$ cat src/rtl/flex_tx_fifo_if.sv
`default_nettype none
// ============================================================================
// Module      : flex_tx_fifo_if
// Description : Producer/consumer bundle for the flex_tx_fifo. The FIFO uses
//               the slave view. The producer/transmitter side uses the
//               master view.
// Revision    : 1.0 - initial release
// ============================================================================
interface flex_tx_fifo_if #(
    parameter int DATA_WIDTH = 8,
    parameter int DEPTH      = 8
);
    localparam int c_CNT_W = $clog2(DEPTH) + 1;

    logic                  clear;
    logic                  write_enable;
    logic [DATA_WIDTH-1:0] write_data;
    logic                  read_enable;
    logic [DATA_WIDTH-1:0] read_data;
    logic                  fifo_empty;
    logic                  fifo_full;
    logic                  almost_empty;
    logic                  almost_full;
    logic [c_CNT_W-1:0]    count;
    logic                  overflow;
    logic                  underflow;

    // Producer/consumer side: drives requests and observes status.
    modport master (
        output clear,
        output write_enable,
        output write_data,
        output read_enable,
        input  read_data,
        input  fifo_empty,
        input  fifo_full,
        input  almost_empty,
        input  almost_full,
        input  count,
        input  overflow,
        input  underflow
    );

    // FIFO side: consumes requests and reports status.
    modport slave (
        input  clear,
        input  write_enable,
        input  write_data,
        input  read_enable,
        output read_data,
        output fifo_empty,
        output fifo_full,
        output almost_empty,
        output almost_full,
        output count,
        output overflow,
        output underflow
    );
endinterface
`default_nettype wire

$ cat src/rtl/flex_tx_fifo.sv
`default_nettype none
// ============================================================================
// Module      : flex_tx_fifo
// Description : Parametrised first-word-fall-through transmit FIFO. It has an
//               occupancy count, programmable almost-full/almost-empty
//               flags, a synchronous flush, and sticky overflow/underflow
//               flags.
// Revision    : 1.0 - initial release
// ============================================================================
module flex_tx_fifo #(
    parameter int DATA_WIDTH = 8,
    parameter int DEPTH      = 8,
    parameter int AF_LEVEL   = DEPTH - 2,
    parameter int AE_LEVEL   = 1
) (
    input  logic                 clk,
    input  logic                 rst,
    flex_tx_fifo_if.slave        bus
);
    localparam int c_PTR_W = $clog2(DEPTH);
    localparam int c_CNT_W = $clog2(DEPTH) + 1;

    localparam logic [c_PTR_W-1:0] c_PTR_ONE = c_PTR_W'(1);
    localparam logic [c_CNT_W-1:0] c_CNT_ONE = c_CNT_W'(1);
    localparam logic [c_CNT_W-1:0] c_FULL    = c_CNT_W'(DEPTH);
    localparam logic [c_CNT_W-1:0] c_AF      = c_CNT_W'(AF_LEVEL);
    localparam logic [c_CNT_W-1:0] c_AE      = c_CNT_W'(AE_LEVEL);

    // Storage and registered state
    logic [DATA_WIDTH-1:0] mem_q [DEPTH];
    logic [c_PTR_W-1:0]    wr_ptr_q, wr_ptr_d;
    logic [c_PTR_W-1:0]    rd_ptr_q, rd_ptr_d;
    logic [c_CNT_W-1:0]    count_q,  count_d;
    logic                  overflow_q,  overflow_d;
    logic                  underflow_q, underflow_d;

    // Accept decisions, taken on the pre-edge state
    logic w_not_empty;
    logic w_not_full;
    logic w_rd_acc;
    logic w_wr_acc;

    assign w_not_empty = (count_q != '0);
    assign w_not_full  = (count_q != c_FULL);
    // A read while full frees a slot in the same edge, so the write can also
    // be accepted. A write while empty does not make a read possible in the
    // same cycle.
    assign w_rd_acc    = bus.read_enable  & w_not_empty;
    assign w_wr_acc    = bus.write_enable & (w_not_full | w_rd_acc);

    // Next-state computation for pointers, occupancy and sticky error flags
    always_comb begin
        wr_ptr_d    = wr_ptr_q;
        rd_ptr_d    = rd_ptr_q;
        count_d     = count_q;
        overflow_d  = overflow_q;
        underflow_d = underflow_q;

        if (bus.clear) begin
            wr_ptr_d    = '0;
            rd_ptr_d    = '0;
            count_d     = '0;
            overflow_d  = 1'b0;
            underflow_d = 1'b0;
        end else begin
            if (w_wr_acc) begin
                wr_ptr_d = wr_ptr_q + c_PTR_ONE;
            end
            if (w_rd_acc) begin
                rd_ptr_d = rd_ptr_q + c_PTR_ONE;
            end
            case ({w_wr_acc, w_rd_acc})
                2'b10:   count_d = count_q + c_CNT_ONE;
                2'b01:   count_d = count_q - c_CNT_ONE;
                default: count_d = count_q;
            endcase
            if (bus.write_enable && !w_wr_acc) begin
                overflow_d = 1'b1;
            end
            if (bus.read_enable && !w_rd_acc) begin
                underflow_d = 1'b1;
            end
        end
    end

    // State register with synchronous reset
    always_ff @(posedge clk) begin
        if (rst) begin
            wr_ptr_q    <= '0;
            rd_ptr_q    <= '0;
            count_q     <= '0;
            overflow_q  <= 1'b0;
            underflow_q <= 1'b0;
        end else begin
            wr_ptr_q    <= wr_ptr_d;
            rd_ptr_q    <= rd_ptr_d;
            count_q     <= count_d;
            overflow_q  <= overflow_d;
            underflow_q <= underflow_d;
        end
    end

    // Storage write. The contents are not reset. Only accepted writes that
    // are not overridden by reset or flush touch the array.
    always_ff @(posedge clk) begin
        if (!rst && !bus.clear && w_wr_acc) begin
            mem_q[wr_ptr_q] <= bus.write_data;
        end
    end

    // Output decodes. They use registered state only, so there is no path
    // from any input to any output.
    always_comb begin
        bus.read_data    = w_not_empty ? mem_q[rd_ptr_q] : '0;
        bus.fifo_empty   = ~w_not_empty;
        bus.fifo_full    = ~w_not_full;
        bus.almost_empty = (count_q <= c_AE);
        bus.almost_full  = (count_q >= c_AF);
        bus.count        = count_q;
        bus.overflow     = overflow_q;
        bus.underflow    = underflow_q;
    end

endmodule
`default_nettype wire

$ cat src/flat_wrapper.sv
// flat-port wrapper written by rule: the top's interface ports become plain ports
module flex_tx_fifo_flat 
#(
    parameter int DATA_WIDTH = 8,
    parameter int DEPTH      = 8,
    parameter int AF_LEVEL   = DEPTH - 2,
    parameter int AE_LEVEL   = 1
)
  (clk, rst, bus_clear, bus_write_enable, bus_write_data, bus_read_enable, bus_read_data, bus_fifo_empty, bus_fifo_full, bus_almost_empty, bus_almost_full, bus_count, bus_overflow, bus_underflow);
  flex_tx_fifo_if #(.DATA_WIDTH(DATA_WIDTH), .DEPTH(DEPTH)) bus_i ();
  input  logic clk;
  input  logic rst;
  input wire logic [$bits(bus_i.clear)-1:0] bus_clear;
  input wire logic [$bits(bus_i.write_enable)-1:0] bus_write_enable;
  input wire logic [$bits(bus_i.write_data)-1:0] bus_write_data;
  input wire logic [$bits(bus_i.read_enable)-1:0] bus_read_enable;
  output wire logic [$bits(bus_i.read_data)-1:0] bus_read_data;
  output wire logic [$bits(bus_i.fifo_empty)-1:0] bus_fifo_empty;
  output wire logic [$bits(bus_i.fifo_full)-1:0] bus_fifo_full;
  output wire logic [$bits(bus_i.almost_empty)-1:0] bus_almost_empty;
  output wire logic [$bits(bus_i.almost_full)-1:0] bus_almost_full;
  output wire logic [$bits(bus_i.count)-1:0] bus_count;
  output wire logic [$bits(bus_i.overflow)-1:0] bus_overflow;
  output wire logic [$bits(bus_i.underflow)-1:0] bus_underflow;
  assign bus_i.clear = bus_clear;
  assign bus_i.write_enable = bus_write_enable;
  assign bus_i.write_data = bus_write_data;
  assign bus_i.read_enable = bus_read_enable;
  assign bus_read_data = bus_i.read_data;
  assign bus_fifo_empty = bus_i.fifo_empty;
  assign bus_fifo_full = bus_i.fifo_full;
  assign bus_almost_empty = bus_i.almost_empty;
  assign bus_almost_full = bus_i.almost_full;
  assign bus_count = bus_i.count;
  assign bus_overflow = bus_i.overflow;
  assign bus_underflow = bus_i.underflow;
  flex_tx_fifo #(.DATA_WIDTH(DATA_WIDTH), .DEPTH(DEPTH), .AF_LEVEL(AF_LEVEL), .AE_LEVEL(AE_LEVEL)) u_core (.clk(clk), .rst(rst), .bus(bus_i));
endmodule
$ cat config.mk
export PLATFORM = sky130hd
export DESIGN_NAME = flex_tx_fifo_flat
export DESIGN_NICKNAME = d
export VERILOG_FILES = /design/src/rtl/flex_tx_fifo_if.sv /design/src/rtl/flex_tx_fifo.sv /design/src/flat_wrapper.sv
export SDC_FILE = /design/constraint.sdc
export NUM_CORES = 1
export LEC_CHECK = 0
export ABC_CLOCK_PERIOD_IN_PS = 3100
export BUFFER_PORTS_ARGS = -buffer_cell sky130_fd_sc_hd__buf_4
export CAP_MARGIN = 20
export CORE_MARGIN = 3
export CORE_UTILIZATION = 55
export CTS_CLUSTER_DIAMETER = 50
export DETAILED_ROUTE_END_ITERATION = 10
export PLACE_DENSITY = 0.75
export SETUP_SLACK_MARGIN = 0.15
export SYNTH_ARGS = -nofsm -noshare
export SYNTH_HDL_FRONTEND = slang
export SYNTH_SLANG_ARGS = --single-unit
export TNS_END_PERCENT = 20
$ cat constraint.sdc
create_clock -name clk -period 3.1 [get_ports clk]
set_input_delay 0.62 -clock clk [delete_from_list [all_inputs] [get_ports clk]]
set_output_delay 0.62 -clock clk [all_outputs]
set_load 0.005 [all_outputs]
Word-level counts from Yosys, hierarchy flattened

Memory sizes are Yosys's and may differ from the RTL's. A register that Yosys moved wholly into a read port is not among the register bits.
Index checks and enable logic that the tools add are counted.

Memories: 1
Logic and storage cells: 37
Bits in registers: 12
RAM bits: 64
Input port bits: 13

Equal/unequal tests: 3
$lt $le $gt $ge: 2
$add $sub $neg: 4
Reductions and logical operators: 11
Bitwise gates (word level): 5
Muxes and demuxes: 6

Memories:

| name         | depth | width | rd ports | clocked after memory_dff | write ports | line               | text |
|---|---|---|---|---|---|---|---|
| u_core.mem_q | 8     | 8     | 1        | 1                        | 1           | flex_tx_fifo.sv:30 | `logic [DATA_WIDTH-1:0] mem_q [DEPTH];` |

Operators by type and width:

| operator              | number |
|---|---|
| $mux W8               | 1 |
| $pmux W4 S2           | 1 |
| $add A3 B1 Y3 const B | 2 |
| $mux W3               | 2 |
| $add A4 B1 Y4 const B | 1 |
| $ge A4 B3 Y1 const B  | 1 |
| $le A4 B1 Y1 const B  | 1 |
| $logic_and A1 B1 Y1   | 4 |
| $logic_not A1 Y1      | 4 |
| $ne A4 B4 Y1 const B  | 1 |
| $reduce_bool A4 Y1    | 1 |
| $sub A4 B1 Y4 const B | 1 |
| $and A1 B1 Y1         | 2 |
| $eq A2 B1 Y1 const B  | 1 |
| $eq A2 B2 Y1 const B  | 1 |
| $mux W1               | 2 |
| $not A1 Y1            | 2 |
| $reduce_bool A2 Y1    | 1 |
| $reduce_or A2 Y1      | 1 |
| $or A1 B1 Y1          | 1 |

Depth between registers and ports, before layout

Gate-level depths: netlist of the first run.

Word-level depth: 7
Depth in mapped cells: 9
Mapped depth without buffers: 8

Worst setup path after synthesis of the first run

Ideal clock, no wire load.

Path type: flip-flop to flip-flop
From: register u_core.count_q[0], in the netlist u_core.bus.count[0]
To: register u_core.count_q[3], in the netlist u_core.bus.count[3]
Library setup time: 69 ps
Data arrival time: 2539 ps
Data required time: 3031 ps
Stages on the path, launching flop included: 9
Path slack: 493 ps
Buffers on the path: 0
Cells stage by stage: dfxtp_1 -> inv_1 -> ha_1 -> or4bb_2 -> nand2_1 -> ha_1 -> or4b_4 -> a2111o_1 -> o21ai_1

Longest elaborated chain between the ends: 6

Ends and longest elaborated chain:

| what                                              | line               | text |
|---|---|---|
| from (decl)                                       | flex_tx_fifo.sv:33 | `logic [c_CNT_W-1:0] count_q, count_d;` |
| from (signal assigned)                            | flex_tx_fifo.sv:97 | `count_q <= count_d;` |
| $reduce_bool A4 Y1                                | flex_tx_fifo.sv:43 | `assign w_not_empty = (count_q != '0);` |
| $and A1 B1 Y1                                     | flex_tx_fifo.sv:48 | `assign w_rd_acc = bus.read_enable & w_not_empty;` |
| $or A1 B1 Y1                                      | flex_tx_fifo.sv:49 | `assign w_wr_acc = bus.write_enable & (w_not_full \| w_rd_acc);` |
| $and A1 B1 Y1                                     | flex_tx_fifo.sv:49 |  |
| $eq A2 B1 Y1 or $eq A2 B2 Y1 (tied branches)      | flex_tx_fifo.sv:72 | `case ({w_wr_acc, w_rd_acc})` |
| $pmux W4 S2 or $reduce_bool A2 Y1 (tied branches) | n/a                |  |

Several ways; a longest one is shown, not always the timed one.
A chain may end at the register's enable or synchronous reset.

Worst setup path after layout of the first run

Ends and elaborated chain as after synthesis.

==> run_results.csv, run 1 <==
group,metric,value,unit
flow_run,cap_violations,0,
synth,yosys_warning_total,0,
clock_tree,cts.root.buffer_cell,"sky130_fd_sc_hd__clkbuf_8",
global_routing,wire_length_of_the_first_global_routing_pass,9998,µm
synth,ys_types,36,
synth,syn-cell-area,3283,µm²
layout,antenna_cells_inserted,0,
power,power_density,548.1,nW/µm²
worst_setup_path,critPathMaxFanout,7,
worst_setup_path,reg2reg_depth,8,
global_routing,use_met2,0.3025,
die,boundary_pins,31,
timing,number_of_pins_exceeding_their_max_slew_limit_in_the_final_report,0,
worst_setup_path,critPathArrivalTime,3040,ps
synth,synthCells,225,
power,p_leak,0.001314,µW
layout,layout.cells.most_common,"sky130_fd_sc_hd__edfxtp_1",
global_routing,global_route.overflow_total,0,
placed_design,io_buffers,30,
detailed_routing,initial_detailed_routing_violation_count,128,
synth,synth-seq-area-share,0.6768,
synth,synth.ff_latch_count,79,
clock_tree,clock_tree_from_tritoncts,"done",
worst_setup_path,peak_per_stage_delay_on_the_critical_path,650,ps
global_routing,grt_start_max_net_pins,17,
global_routing,gr-usage-met3,0.05556,
die,die_height,83.26,µm
layout,final.fill_count,396,
clock_tree,cts_hold_buf,0,
outcome,run_status,"finished clean",
worst_setup_path,reg2reg_slack,350,ps
layout,most-common-layout-cells,"sky130_fd_sc_hd__edfxtp_1, sky130_fd_sc_hd__buf_4, sky130_fd_sc_hd__mux2i_1",
worst_setup_path,cp_top_family,"simple AND/OR/NAND/NOR gates",
timing,tns,0,ps
placed_design,placed_cells_incl_taps,325,
placed_design,post-dp-hpwl,3976,µm
die,initial_core_util,0.5819,
worst_setup_path,critical_path_depth,8,
global_routing,grt_usage,0.1910,
timing,finalWorstSetupSlack,345.8,ps
timing,period_needed,2754,ps
synth,synth_enable_flop_cells,64,
die,die_span_in_x,83.26,µm
layout,drive_above_1_share,0.2491,
clock_tree,cts_num_sinks,79,
worst_setup_path,critical-path-slowest-cell,"sky130_fd_sc_hd__or4bb_2",
clock_tree,path_clk_slew,90,ps
detailed_routing,post-route-drc-count,0,
global_routing,antenna_found_initial,0,
worst_setup_path,critical_path_buf_inv_count,1,
timing,rsz0062_at_grt,"false",
detailed_routing,postRouteAntennaNets,0,
placed_design,place_congestion,0.8288,
global_routing,use_met1,0.2482,
worst_setup_path,startpoint_type,"register",
worst_setup_path,timing_worst_setup_path_type,"reg -> reg",
timing,timing.final.crit_share,0.8884,
clock_tree,tritoncts.num_buffers,9,
timing,timing.clock.skew,6.581,ps
timing,setup_violations,0,
clock_tree,htree_num_levels,3,
timing,max-slew-margin-rel,0.3052,
min_path,hold_depth,2,
timing,finalHoldViolations,0,
global_routing,top_usage_layer,"met2",
synth,synth_ff_type,"sky130_fd_sc_hd__edfxtp_1",
global_routing,first_global_vias,1953,
detailed_routing,drt_pass1_iterations,4,
synth,proportion_of_synthesized_flip_flops_having_asynchronous_set_or_reset,0,
layout,num-nets-final,284,
placed_design,place_ws,309.6,ps
die,std_cell_rows,27,
worst_setup_path,critical_path.endpoint_type,"register",
layout,syn_to_final_growth,17.49,%
clock_tree,cts_setup_buffers,0,
synth,postSynthAreaPerCell,14.59,µm²
worst_setup_path,worstPathCellList,"inv_1, ha_1, or4bb_2, nand2_1, ha_2, or4b_4, a2111o_1, o21ai_1",
die,die_area,6932,µm²
timing,worst-slew-pin-transition,1034,ps
detailed_routing,vias_per_cell,5.595,
timing,fin_hold_ws,487.9,ps
layout,layout.cells.non_filler,341,
detailed_routing,route.vias.total,1908,
detailed_routing,routed_wl,6105,µm
min_path,hold_class,"reg -> reg",
die,core_region_area,5642,µm²
timing,fmax,0.3631,GHz
worst_setup_path,cp.required,3380,ps
power,irDropWorstVdd,332.3,µV
clock_tree,largest_buffer_count_on_any_clock_path,2,
synth,syn_nets,245,
detailed_routing,detail_route.wl_per_cell,17.90,µm
clock_tree,insertion_delay,350,ps
[final timing paths]
| path | to | from |
|---|---|---|
| hold / removal | u_core.rd_ptr_q[2] | u_core.rd_ptr_q[2] |
| hold reg to reg | u_core.rd_ptr_q[2] | u_core.rd_ptr_q[2] |
| setup / recovery | u_core.bus.count[3] | u_core.bus.count[0] |
| setup reg to reg | u_core.bus.count[3] | u_core.bus.count[0] |
[registers in the layout (all words and copies together), names as in the netlist, named ones only]
register,count
u_core.bus.count,4
u_core.mem_q,64
u_core.bus.underflow,1
u_core.rd_ptr_q,3
u_core.bus.overflow,1
u_core.wr_ptr_q,3
[layer usage]
metal | share of wire | vias up
met3 | 0.048 | 5
li1 | - | 947
met2 | 0.49 | 39
met4 | 0.0077 | 0
met1 | 0.45 | 917
met5 | 0 | -
[worst reg2reg max path: stages, from the launching register on]
cell and delay, ps:
sky130_fd_sc_hd__dfxtp_1 380, sky130_fd_sc_hd__inv_1 110, sky130_fd_sc_hd__ha_1 240, sky130_fd_sc_hd__or4bb_2 650, sky130_fd_sc_hd__nand2_1 130, sky130_fd_sc_hd__ha_2 230, sky130_fd_sc_hd__or4b_4 470, sky130_fd_sc_hd__a2111o_1 410
sky130_fd_sc_hd__o21ai_1 70
[power by group]
| group | total (µW) | leakage (µW) | switching [µW] | internal [µW] |
|---|---|---|---|---|
| sequential | 1160 | 0.000699 | 7.79 | 1150 |
| clock | 823 | 0.000105 | 368 | 454 |
| combinational | 132 | 0.000510 | 69.4 | 62.1 |
| total | 2110 | 0.00131 | 446 | 1670 |
[through the flow]
step | area (µm²) | util | power, µW
floorplan | 3283 | - | 1248
global placement | 3633 | 0.6440 | 1313
detailed placement | 3633 | 0.6440 | 1316
CTS | 3855 | 0.6833 | 2133
global route | 3857 | 0.6837 | 2208
finish | 3857 | 0.6837 | 2114
[logic make-up after synthesis]
family | after synthesis | share of synthesized area
mux | 34 | 0.1037
xor+xnor | 2 | 0.005336
compound gates | 36 | 0.07660
fa+ha+maj | 7 | 0.02668
flops | 79 | 0.6768
buf+inv | 17 | 0.02363
simple gates | 50 | 0.08727
[layout make-up]
| type | instances | area (µm²) | share of cell area |
|---|---|---|---|
| flip-flops and latches | 79 | 2223 | 0.5764 |
| multi-input cells | 129 | 1003 | 0.2601 |
| clock inverters | 7 | 97.59 | 0.02530 |
| well taps | 72 | 90.09 | 0.02335 |
| clock buffers | 9 | 123.9 | 0.03211 |
| repair buffers | 40 | 300.3 | 0.07785 |
| inverters | 5 | 18.77 | 0.004865 |
[repair_timing]
| action | in CTS | in global routing |
|---|---|---|
| endpoints found under the hold margin | 0 | 0 |
| setup endpoints to repair | 0 | 1 |
| gates resized for setup | 0 | 1 |
[synth_stat cells (all sizes together) (4+ instances only)]
library cell | number | area, µm²
a21oi | 10 | 50.05
a22o | 16 | 140.1
buf | 10 | 51.29
dfxtp | 15 | 300.3
edfxtp | 64 | 1922
ha | 7 | 87.58
inv | 5 | 18.77
mux2i | 34 | 340.3
nand2 | 5 | 18.77
nor2 | 12 | 45.04
nor3 | 11 | 55.05
o21ai | 7 | 35.03
or3 | 4 | 26.28
No activity file was read; power rests on OpenSTA's default activity.
==> inputs of run 2 (changes only) <==
--- a/config.mk
+++ b/config.mk
@@ -5,15 +5,15 @@
 export SDC_FILE = /design/constraint.sdc
 export NUM_CORES = 1
 export LEC_CHECK = 0
-export ABC_CLOCK_PERIOD_IN_PS = 3100
+export ABC_CLOCK_PERIOD_IN_PS = 3300
 export BUFFER_PORTS_ARGS = -buffer_cell sky130_fd_sc_hd__buf_4
 export CAP_MARGIN = 20
 export CORE_MARGIN = 3
-export CORE_UTILIZATION = 55
+export CORE_UTILIZATION = 45
 export CTS_CLUSTER_DIAMETER = 50
 export DETAILED_ROUTE_END_ITERATION = 10
-export PLACE_DENSITY = 0.75
 export SETUP_SLACK_MARGIN = 0.15
+export SKIP_CTS_REPAIR_TIMING = 1
 export SYNTH_ARGS = -nofsm -noshare
 export SYNTH_HDL_FRONTEND = slang
 export SYNTH_SLANG_ARGS = --single-unit
==> constraint.sdc (replaced) <==
create_clock -name clk -period 3.3 [get_ports clk]
set_input_delay 0.66 -clock clk [delete_from_list [all_inputs] [get_ports clk]]
set_output_delay 0.66 -clock clk [all_outputs]
set_load 0.005 [all_outputs]
==> run 2 against run 1 <==
Against the previous run: maximum frequency fell by 2.1%; sequential power decreased by 6%; largest cell class unchanged; design area is 1.1% higher; non-clock buffer count grew 3; clock-buffer cell count is 2 higher; first-iteration DRC count decreased by 42%.
==> run_results.csv, run 2 (synthesis results as in run 1) <==
group,metric,value,unit
outcome,run_status,"finished clean",
layout,syn_to_final_growth,18.75,%
global_routing,grt_usage,0.1622,
placed_design,place_congestion,0.7291,
detailed_routing,routed_wl,6390,µm
die,core_region_area,6944,µm²
timing,tns,0,ps
timing,timing.clock.skew,6.670,ps
clock_tree,cts_num_sinks,79,
worst_setup_path,critical_path_buf_inv_count,1,
clock_tree,tritoncts.num_buffers,9,
global_routing,first_global_vias,1875,
power,swShare,0.2091,
layout,largest_register_ffs,64,
worst_setup_path,critical_path.endpoint_type,"register",
clock_tree,path_clk_slew,80,ps
power,power_density,509.5,nW/µm²
layout,layout.cells.most_common,"sky130_fd_sc_hd__edfxtp_1",
min_path,hold_class,"reg -> reg",
worst_setup_path,worstPathCellList,"inv_1, ha_1, or4bb_2, nand2_1, ha_1, or4b_4, a2111o_1, o21ai_1",
timing,rsz0062_at_grt,"false",
detailed_routing,postRouteAntennaNets,0,
layout,final-seq-area,2223,µm²
layout,largest_register,"u_core.mem_q",
clock_tree,clock_tree_from_tritoncts,"done",
detailed_routing,initial_detailed_routing_violation_count,74,
timing,timing.final.crit_share,0.8524,
clock_tree,largest_buffer_count_on_any_clock_path,2,
worst_setup_path,cp_top_family,"simple AND/OR/NAND/NOR gates",
die,die_span_in_x,91.42,µm
layout,antenna_cells_inserted,0,
timing,worst-slew-pin-transition,768.2,ps
power,totalPowerFinal,1986,µW
worst_setup_path,critPathArrivalTime,3100,ps
power,sw_pwr,415.3,µW
timing,max-slew-margin-rel,0.4868,
flow_run,cap_violations,0,
worst_setup_path,critical_path.most_common_cell,"sky130_fd_sc_hd__ha_1",
layout,final.fill_count,582,
detailed_routing,route.vias.total,1920,
worst_setup_path,critPathMaxFanout,7,
placed_design,io_buffers,30,
timing,finalHoldViolations,0,
placed_design,post-dp-hpwl,4226,µm
worst_setup_path,cp.required,3590,ps
power,irDropWorstVdd,281.0,µV
layout,drive_above_1_share,0.2463,
clock_tree,htree_num_levels,3,
timing,setup_violations,0,
layout,num-nets-final,287,
detailed_routing,drt_pass1_iterations,6,
timing,period_needed,2813,ps
die,std_cell_rows,30,
timing,fmax,0.3555,GHz
power,comb_power_share,0.064,
layout,most-common-layout-cells,"sky130_fd_sc_hd__edfxtp_1, sky130_fd_sc_hd__buf_4, sky130_fd_sc_hd__mux2i_1",
power,seq_power_share,0.549,
clock_tree,insertion_delay,350,ps
power,power_report.internal_total,1571,µW
clock_tree,cts.root.buffer_cell,"sky130_fd_sc_hd__clkbuf_8",
die,boundary_pins,31,
global_routing,grt_start_max_net_pins,33,
detailed_routing,detail_route.wl_per_cell,17.36,µm
worst_setup_path,timing_worst_setup_path_type,"reg -> reg",
worst_setup_path,startpoint_type,"register",
power,power.share.clock,0.388,
die,die_area,8357,µm²
global_routing,wire_length_of_the_first_global_routing_pass,10020,µm
worst_setup_path,critical-path-slowest-cell,"sky130_fd_sc_hd__or4bb_2",
worst_setup_path,peak_per_stage_delay_on_the_critical_path,640,ps
detailed_routing,post-route-drc-count,0,
global_routing,global_route.overflow_total,0,
detailed_routing,vias_per_cell,5.217,
timing,number_of_pins_exceeding_their_max_slew_limit_in_the_final_report,0,
layout,multi_input_area,1001,µm²
die,initial_core_util,0.4728,
power,p_leak,0.001330,µW
global_routing,antenna_found_initial,0,
die,die_height,91.42,µm
==> run 2: worst min-delay path, cell delays in order (launching register included) <==
cell and delay, ps:
sky130_fd_sc_hd__dfxtp_1 330, sky130_fd_sc_hd__a21oi_1 40, sky130_fd_sc_hd__nor2_1 70
==> run 2: layout make-up <==
cell class,count,area share
Multi-Input combinational cell,129,0.2567
Clock buffer,11,0.03370
Sequential cell,79,0.5703
Tap cell,96,0.03081
Timing Repair Buffer,43,0.08280
Clock inverter,5,0.02086
Inverter,5,0.004814
==> run 2: final timing paths <==
| check | start | end | slack (ps) | cells after the start |
|---|---|---|---|---|
| max | u_core.bus.count[1] | u_core.bus.count[3] | 490 | 8 |
| min | u_core.bus.underflow | u_core.bus.underflow | 480 | 2 |
| max reg2reg | u_core.bus.count[1] | u_core.bus.count[3] | 490 | 8 |
| min reg2reg | u_core.bus.underflow | u_core.bus.underflow | 480 | 2 |
==> run 2: power groups by stage <==
stage	combinational [µW]	clock, µW	sequential (µW)
after floorplan	60.2	0	1110
after global placement	126	0	1110
after detailed placement	128	0	1110
after CTS	128	785	1090
after global routing	140	819	1090
final	127	770	1090
==> run 2: stage by stage <==
| step | hold WS [ps] | instance area (µm²) | instances | util | setup slack [ps] |
|---|---|---|---|---|---|
| finish | 475.7 | 3899 | 368 | 0.5614 | 487.0 |
| CTS | 482.1 | 3891 | 367 | 0.5604 | 504.8 |
| floorplan | 452.9 | 3283 | 225 | - | 692.5 |
| detailed placement | 459.2 | 3679 | 351 | 0.5297 | 482.7 |
| global placement | 456.2 | 3679 | 351 | 0.5297 | 499.0 |
| global route | 514.6 | 3899 | 368 | 0.5614 | 357.8 |
==> run 2: layer usage <==
layer / wire length [µm] / vias up / global-route usage
li1: - / 943 / -
met1: 2839 / 924 / 0.2142
met2: 3126 / 39 / 0.2568
met3: 276 / 14 / 0.03728
met4: 148 / 0 / 0.06784
met5: 0 / - / 0
